File: src/rtl/serial_adder_pkg.sv
// rtl/serial_adder_pkg.sv - shared types and constants for the bit-serial adder
package serial_adder_pkg;

    typedef enum logic [1:0] {
        IDLE  = 2'd0,
        SHIFT = 2'd1,
        DONE  = 2'd2
    } state_t;

    localparam int DEFAULT_WIDTH = 8;

    // Bits needed for a counter that must be able to hold the value width.
    function automatic int cnt_width(input int width);
        return $clog2(width + 1);
    endfunction

endpackage

File: src/rtl/serial_fa_bit.sv
// rtl/serial_fa_bit.sv - combinational one-bit full adder cell
module serial_fa_bit (
    input  logic a,
    input  logic b,
    input  logic ci,
    output logic s,
    output logic co
);

    assign s  = a ^ b ^ ci;
    assign co = (a & b) | (a & ci) | (b & ci);

endmodule

File: src/rtl/serial_adder.sv
// rtl/serial_adder.sv - LSB-first bit-serial adder; SERIAL_ADDER_SUB_EN adds a sub port
module serial_adder
    import serial_adder_pkg::*;
#(
    parameter int WIDTH = DEFAULT_WIDTH
) (
    input  logic             clk,
    input  logic             rst,
    input  logic             start,
    input  logic [WIDTH-1:0] A,
    input  logic [WIDTH-1:0] B,
    input  logic             Cin,
`ifdef SERIAL_ADDER_SUB_EN
    input  logic             sub,
`endif
    output logic [WIDTH-1:0] sum,
    output logic             cout,
    output logic             busy,
    output logic             done
);

    localparam int CW = cnt_width(WIDTH);
    localparam logic [CW-1:0] LAST = CW'(WIDTH - 1);

    state_t           state;
    logic [WIDTH-1:0] a_sh;
    logic [WIDTH-1:0] b_sh;
    logic [WIDTH-1:0] sum_r;
    logic [WIDTH-1:0] sum_nx;
    logic [WIDTH-1:0] b_load;
    logic             carry;
    logic             carry_load;
    logic [CW-1:0]    cnt;
    logic             fa_s;
    logic             fa_co;

`ifdef SERIAL_ADDER_SUB_EN
    // Subtraction as A + ~B + 1: invert B on load and force the carry in.
    assign b_load     = sub ? ~B : B;
    assign carry_load = sub ? 1'b1 : Cin;
`else
    assign b_load     = B;
    assign carry_load = Cin;
`endif

    serial_fa_bit u_fa (
        .a  (a_sh[0]),
        .b  (b_sh[0]),
        .ci (carry),
        .s  (fa_s),
        .co (fa_co)
    );

    always_comb begin
        sum_nx            = sum_r >> 1;
        sum_nx[WIDTH-1]   = fa_s;
    end

    always_ff @(posedge clk) begin
        if (rst) begin
            state <= IDLE;
            a_sh  <= '0;
            b_sh  <= '0;
            sum_r <= '0;
            carry <= 1'b0;
            cnt   <= '0;
            cout  <= 1'b0;
            busy  <= 1'b0;
            done  <= 1'b0;
        end else begin
            case (state)
                IDLE: begin
                    if (start) begin
                        a_sh  <= A;
                        b_sh  <= b_load;
                        carry <= carry_load;
                        cnt   <= '0;
                        busy  <= 1'b1;
                        state <= SHIFT;
                    end
                end
                SHIFT: begin
                    a_sh  <= a_sh >> 1;
                    b_sh  <= b_sh >> 1;
                    carry <= fa_co;
                    sum_r <= sum_nx;
                    cnt   <= cnt + 1'b1;
                    // cout is captured on the last bit so it is valid alongside done.
                    if (cnt == LAST) begin
                        cout  <= fa_co;
                        done  <= 1'b1;
                        state <= DONE;
                    end
                end
                DONE: begin
                    done  <= 1'b0;
                    busy  <= 1'b0;
                    state <= IDLE;
                end
                default: state <= IDLE;
            endcase
        end
    end

    assign sum = sum_r;

endmodule

File: config.mk
export PLATFORM = sky130hd
export DESIGN_NAME = serial_adder
export DESIGN_NICKNAME = d
export VERILOG_FILES = /design/src/rtl/serial_adder_pkg.sv /design/src/rtl/serial_fa_bit.sv /design/src/rtl/serial_adder.sv
export SDC_FILE = /design/constraint.sdc
export NUM_CORES = 1
export LEC_CHECK = 0
export CAP_MARGIN = 25
export CORE_MARGIN = 10
export CORE_UTILIZATION = 54
export DETAILED_ROUTE_END_ITERATION = 10
export PLACE_DENSITY = 0.88
export SYNTH_ARGS = -nofsm -noshare
export SYNTH_HDL_FRONTEND = slang
export SYNTH_SLANG_ARGS = --single-unit
File: constraint.sdc
create_clock -name clk -period 2.1 [get_ports clk]
set_input_delay 0.315 -clock clk [delete_from_list [all_inputs] [get_ports clk]]
set_output_delay 0.315 -clock clk [all_outputs]
set_load 0.01 [all_outputs]
# --- Yosys cells after proc, flatten, opt, wreduce, memory -nomap -nowiden ---
# Index checks and enable logic that the tools add are counted.
totals:
  ff_bits: 34
  in_bits: 20
  output_inout_bits: 11
op_classes:
  n_addsub: 1
  n_eq_ne: 5
  muxes: 15
  bitwise_logic: 7
  reduce_logical: 9
op_table:
  columns: ["cell", "n"]
  rows:
  - ["$pmux 8 s2", 2]
  - ["$mux 8", 2]
  - ["$reduce_and 2->1", 5]
  - ["$pmux 4 s2", 1]
  - ["$pmux 1 s2", 3]
  - ["$reduce_bool 2->1", 3]
  - ["$add 4x1->4 const B", 1]
  - ["$eq 4x3->1 const B", 1]
  - ["$mux 2", 2]
  - ["$mux 4", 1]
  - ["$ne 2x2->1 const B", 2]
  - ["$pmux 2 s2", 1]
  - ["$and 1x1->1", 3]
  - ["$mux 1", 3]
  - ["$eq 2x1->1 const B", 1]
  - ["$eq 2x2->1 const B", 1]
  - ["$logic_not 2->1", 1]
  - ["$or 1x1->1", 2]
  - ["$xor 1x1->1", 2]

# --- Logic depth before layout (Yosys ltp) ---
logic_depth:
  depth_word: 4
  ltp_mapped: 6
  depth_no_buf: 4

# --- Cells and area by module ---
# A second synthesis with hierarchy kept.
unflattened:
  hier_cells: 180
  area_unflattened_um2: 1541.5
by_module_without_submodules:
  columns: ["mod", "n_inst", "cells_each", "area_each_um2", "seq_area_each_um2"]
  rows:
  - ["serial_adder", 1, 179, 1521.5, 680.7]
  - ["serial_fa_bit", 1, 1, 20.0, 0.0]

# --- Worst setup path after synthesis ---
# OpenSTA, ideal clock, no wires.
synth_timing:
  path_kind: "reg-to-reg"
  start: "register state[0]"
  end: "register b_sh[1]"
  setup_ns: 0.140
  arrival_ns: 1.013
  required_time_ns: 1.960
  path_slack_ns: 0.947
  stages_incl_launch_ff: 7
  period_less_slack_ns: 1.153
  path_cell_list: "dfxtp_1 buf_6 nor2b_4 buf_6 buf_8 a21oi_1 a211oi_2"
synth_via:
  elab_chain_len: 3
  elab_cells_between_ends: 6
  classes_between: "eq/ne (2); mux (1); reduce/logical (3)"
synth_lines:
  columns: ["element", "line", "source"]
  rows:
  - ["start, declared", "serial_adder.sv:25", "state_t state;"]
  - ["start signal, assigned", "serial_adder.sv:61", "state <= IDLE;"]
  - ["start signal, assigned", "serial_adder.sv:79", "state <= SHIFT;"]
  - ["start signal, assigned", "serial_adder.sv:92", "state <= DONE;"]
  - ["$eq 2x1->1 / $logic_not 2->1 (equally long branches)", "serial_adder.sv:71", "case (state)"]
  - ["$reduce_bool 2->1 (no source line) / $ne 2x2->1 (equally long branches)", null, null]
  - ["$reduce_and 2->1 (no source line)", null, null]
  - ["end signal, assigned", "serial_adder.sv:75", "b_sh <= b_load;"]
  - ["end signal, assigned", "serial_adder.sv:84", "b_sh <= b_sh >> 1;"]
  - ["end, declared", "serial_adder.sv:27", "logic [WIDTH-1:0] b_sh;"]
# Several ways; a longest one is shown, not always the timed one.
# A chain may end at the register's enable or synchronous reset.

# --- Worst setup path in the final report ---
layout_timing:
  start: "register state[0]"
  end: "register a_sh[4]"
layout_via:
  elab_chain_len: 3
  elab_cells_between_ends: 6
  classes_between: "eq/ne (2); mux (1); reduce/logical (3)"
layout_lines:
  columns: ["element", "line", "source"]
  rows:
  - ["$eq 2x1->1 / $logic_not 2->1 (equally long branches)", "serial_adder.sv:71", null]
  - ["$reduce_bool 2->1 (no source line) / $ne 2x2->1 (equally long branches)", null, null]
  - ["$reduce_and 2->1 (no source line)", null, null]
  - ["end signal, assigned", "serial_adder.sv:83", "a_sh <= a_sh >> 1;"]
  - ["end, declared", "serial_adder.sv:26", "logic [WIDTH-1:0] a_sh;"]
# Several ways; a longest one is shown, not always the timed one.

==> impl_metrics.py <==
metrics = {
    "outcome": {
        "status": "finished clean",
    },
    "placement": {
        "gp_congestion": 0.770,
        "io_buffers": 30,
        "dp_hpwl_mm": 2.23,
        "placed_cell_area_mm2": 0.00177,
    },
    "worst_setup_path": {
        "crit_cells": 3,
        "critPathBufInv": 0,
        "crit_family": "simple AND/OR/NAND/NOR gates",
        "r2r_cells": 3,
        "arrival_ns": 1.95,
        "end_kind": "register",
        "cp.required_ns": 2.36,
        "crit_fanout": 27,
        "reg2reg_from": "state[0]",
        "r2r_slack_ns": 0.40,
        "crit_type": "register to register",
        "cp_slowest_cell": "nor2b_4",
        "worstSetupStartpointType": "register",
        "cpPeakStageDelay_ns": 0.61,
        "critPathLaunch": "state[0]",
        "cp-endpoint": "a_sh[4]",
        "worstReg2RegEnd": "a_sh[4]",
        "crit_chain": "nor2b_4, a21oi_1, a211oi_1",
    },
    "sta": {
        "finalHoldViolations": 0,
        "setup_viol": 0,
        "max_freq_mhz": 589,
        "fin_setup_tns_ns": 0,
        "period_needed_ns": 1.70,
        "rsz0062_at_grt": "false",
        "tightest_slew_ns": 0.592,
        "finalCritPeriodShare_pct": 80.9,
        "finClkSkew_ns": 0.00384,
        "slew_headroom_pct": 60.5,
        "final_max_slew_viol_count": 0,
    },
    "layout": {
        "fin_util_pct": 65.9,
        "synthToLayoutAreaGrowth_pct": 16.7,
        "drive_above_1_share_pct": 15.0,
        "antenna_cells": 0,
        "finalInstanceArea_mm2": 0.00182,
        "final_nets": 215,
    },
    "drt": {
        "route.detailed.drc": 0,
        "dr.pass1.iters": 4,
        "postRouteWirelength_mm": 3.20,
        "wl_per_cell_um": 14.3,
        "drtAntennaViolNets": 0,
        "vias": 1228,
        "vias_per_cell": 5.48,
        "drt_iter0_drc": 50,
    },
    "power": {
        "p_leak_nw": 0.662,
        "p_seq_share_pct": 57.8,
        "switchingPower_uw": 328,
        "power.share.switching_pct": 26.8,
        "pwr-share-comb_pct": 15.2,
        "power.internal_uw": 896,
        "p_per_area_mw_per_mm2": 673,
        "total_power_mw": 1.22,
        "ir_worst_vdd_v": 0.000524,
        "clkPwrFrac_pct": 27.0,
    },
    "yosys": {
        "synth_seq_cells": 34,
        "ys_warn_count": 0,
        "async_flop_share_pct": 0,
        "synth.most_common_cell": "dfxtp_1",
        "synth-main-ff-cell": "dfxtp_1",
        "syn_inst": 170,
        "synthTopCellsByCount": "dfxtp_1 (34), nand2_1 (33), a21oi_1 (25), nor2_1 (13), a211oi_2 (9)",
        "synth_nets": 192,
        "yosysSeqAreaShare_pct": 43.7,
        "synthTopCellsByArea": "dfxtp_1 (44%), a21oi_1 (8.0%), nand2_1 (8.0%), a211oi_2 (7.2%), a211oi_1 (3.9%)",
        "synth_top_area_share_pct": 43.7,
        "synth_top_area_cell": "dfxtp_1",
        "netlist_area_mm2": 0.00156,
        "synth_area_per_cell_um2": 9.16,
        "synth.distinct_cells": 35,
        "synth_edf_count": 0,
    },
    "global_route": {
        "met1_usage_pct": 13.1,
        "grt_use_met3_pct": 4.98,
        "overflow": 0,
        "busiest_layer": "met2",
        "use_met2_pct": 21.3,
        "grt_max_degree": 35,
        "grtUsageTotal_pct": 12.5,
        "antenna_found_initial": 0,
        "grt_pass1_wl_mm": 5.49,
        "grt_pass1_vias": 1252,
    },
    "clock_network": {
        "cts-root-buf": "clkbuf_4",
        "cts_hold_buf": 0,
        "post_cts_buffers": 0,
        "clk_latency_ns": 0.34,
        "tritoncts": "built",
        "max-clock-path-buffers": 2,
        "clkTransAtPathRegs_ns": 0.09,
        "clkSinkCount": 34,
        "ctsResizeCount": 0,
        "cts_buffers": 5,
        "htree_num_levels": 2,
    },
    "die": {
        "fp.coreArea_mm2": 0.00276,
        "die_area_mm2": 0.00543,
        "die_h_um": 73.7,
        "start_util_pct": 56.5,
        "io_pins": 31,
        "row_count": 19,
        "die_w_um": 73.7,
    },
    "worst_hold_path": {
        "hold_path.class": "register to register",
    },
    "job": {
        "timing.max_cap.violations": 0,
    },
}
-- power groups by stage --
stage	logic (mW)	clock network, mW	registers [mW]
after floorplan	0.148	0	0.716
after global placement	0.182	0	0.721
after detailed placement	0.188	0	0.723
after CTS	0.188	0.337	0.708
after global routing	0.208	0.357	0.714
final	0.186	0.330	0.708
-- metal layers --
metal	wire (um)	up-vias
met5	0	-
met1	1410	560
met3	202	7
li1	-	634
met4	65	0
met2	1520	27
-- cell usage in the layout, fill, tap and decap left out, types with 2 or more instances in the layout --
| master | n |
|---|---|
| a211oi_1 | 8 |
| nor2_2 | 8 |
| a21oi_1 | 25 |
| nor3_1 | 2 |
| a211oi_2 | 9 |
| clkbuf_1 | 2 |
| nor2_1 | 13 |
| nand2_1 | 33 |
| dfxtp_1 | 34 |
| clkbuf_4 | 5 |
| nand3_1 | 2 |
| clkdlybuf4s50_1 | 30 |
| a22oi_1 | 3 |
-- layout make-up --
cell class / count / area [um2]
well taps: 31 / 38.8
flip-flops and latches: 34 / 681
repair buffers: 31 / 308
fillers: 236 / 940
inverters: 1 / 3.75
multi-input cells: 120 / 742
clock buffers: 7 / 45.0
-- worst min path at each step --
stage                     startpoint       to  cells past startpoint
final                         sum[0]   sum[0]                      2
after global routing          sum[0]   sum[0]                      2
after CTS                     sum[0]   sum[0]                      2
after detailed placement      sum[0]   sum[0]                      2
after global placement        sum[0]   sum[0]                      2
after floorplan                 A[1]  a_sh[1]                      2
-- flip-flops by register name, indices dropped and copies added, names as in the netlist --
| register | flops |
|---|---|
| a_sh | 8 |
| b_sh | 8 |
| sum | 8 |
| cnt | 4 |
| state | 2 |
| busy | 1 |
| carry | 1 |
| cout | 1 |
| done | 1 |
-- worst reg2reg max path, cell delays in order, from the launching register on --
cell      delay, ns
dfxtp_1        0.59
nor2b_4        0.61
a21oi_1        0.15
a211oi_1       0.26
-- through the flow --
| stage | instances | setup WS (ns) | hold slack, ns |
|---|---|---|---|
| 2_1_floorplan | 170 | 0.947 | 0.456 |
| 3_3_place_gp | 217 | 0.451 | 0.443 |
| 3_5_place_dp | 217 | 0.395 | 0.447 |
| 4_1_cts | 224 | 0.385 | 0.460 |
| 5_1_grt | 224 | 0.210 | 0.494 |
| 6_report | 224 | 0.402 | 0.457 |
-- logic make-up (layout without fill, tap and decap cells) --
kind of cell / count (synthesis) / after routing / synth area share, %
AOI/OAI and AO/OA: 51 / 51 / 25.1
adders and majority gates: 2 / 2 / 2.09
buffers and inverters: 16 / 39 / 8.67
DFF: 34 / 34 / 43.7
and+or+nand+nor: 67 / 67 / 20.4
(Power assumes the default switching activity.)
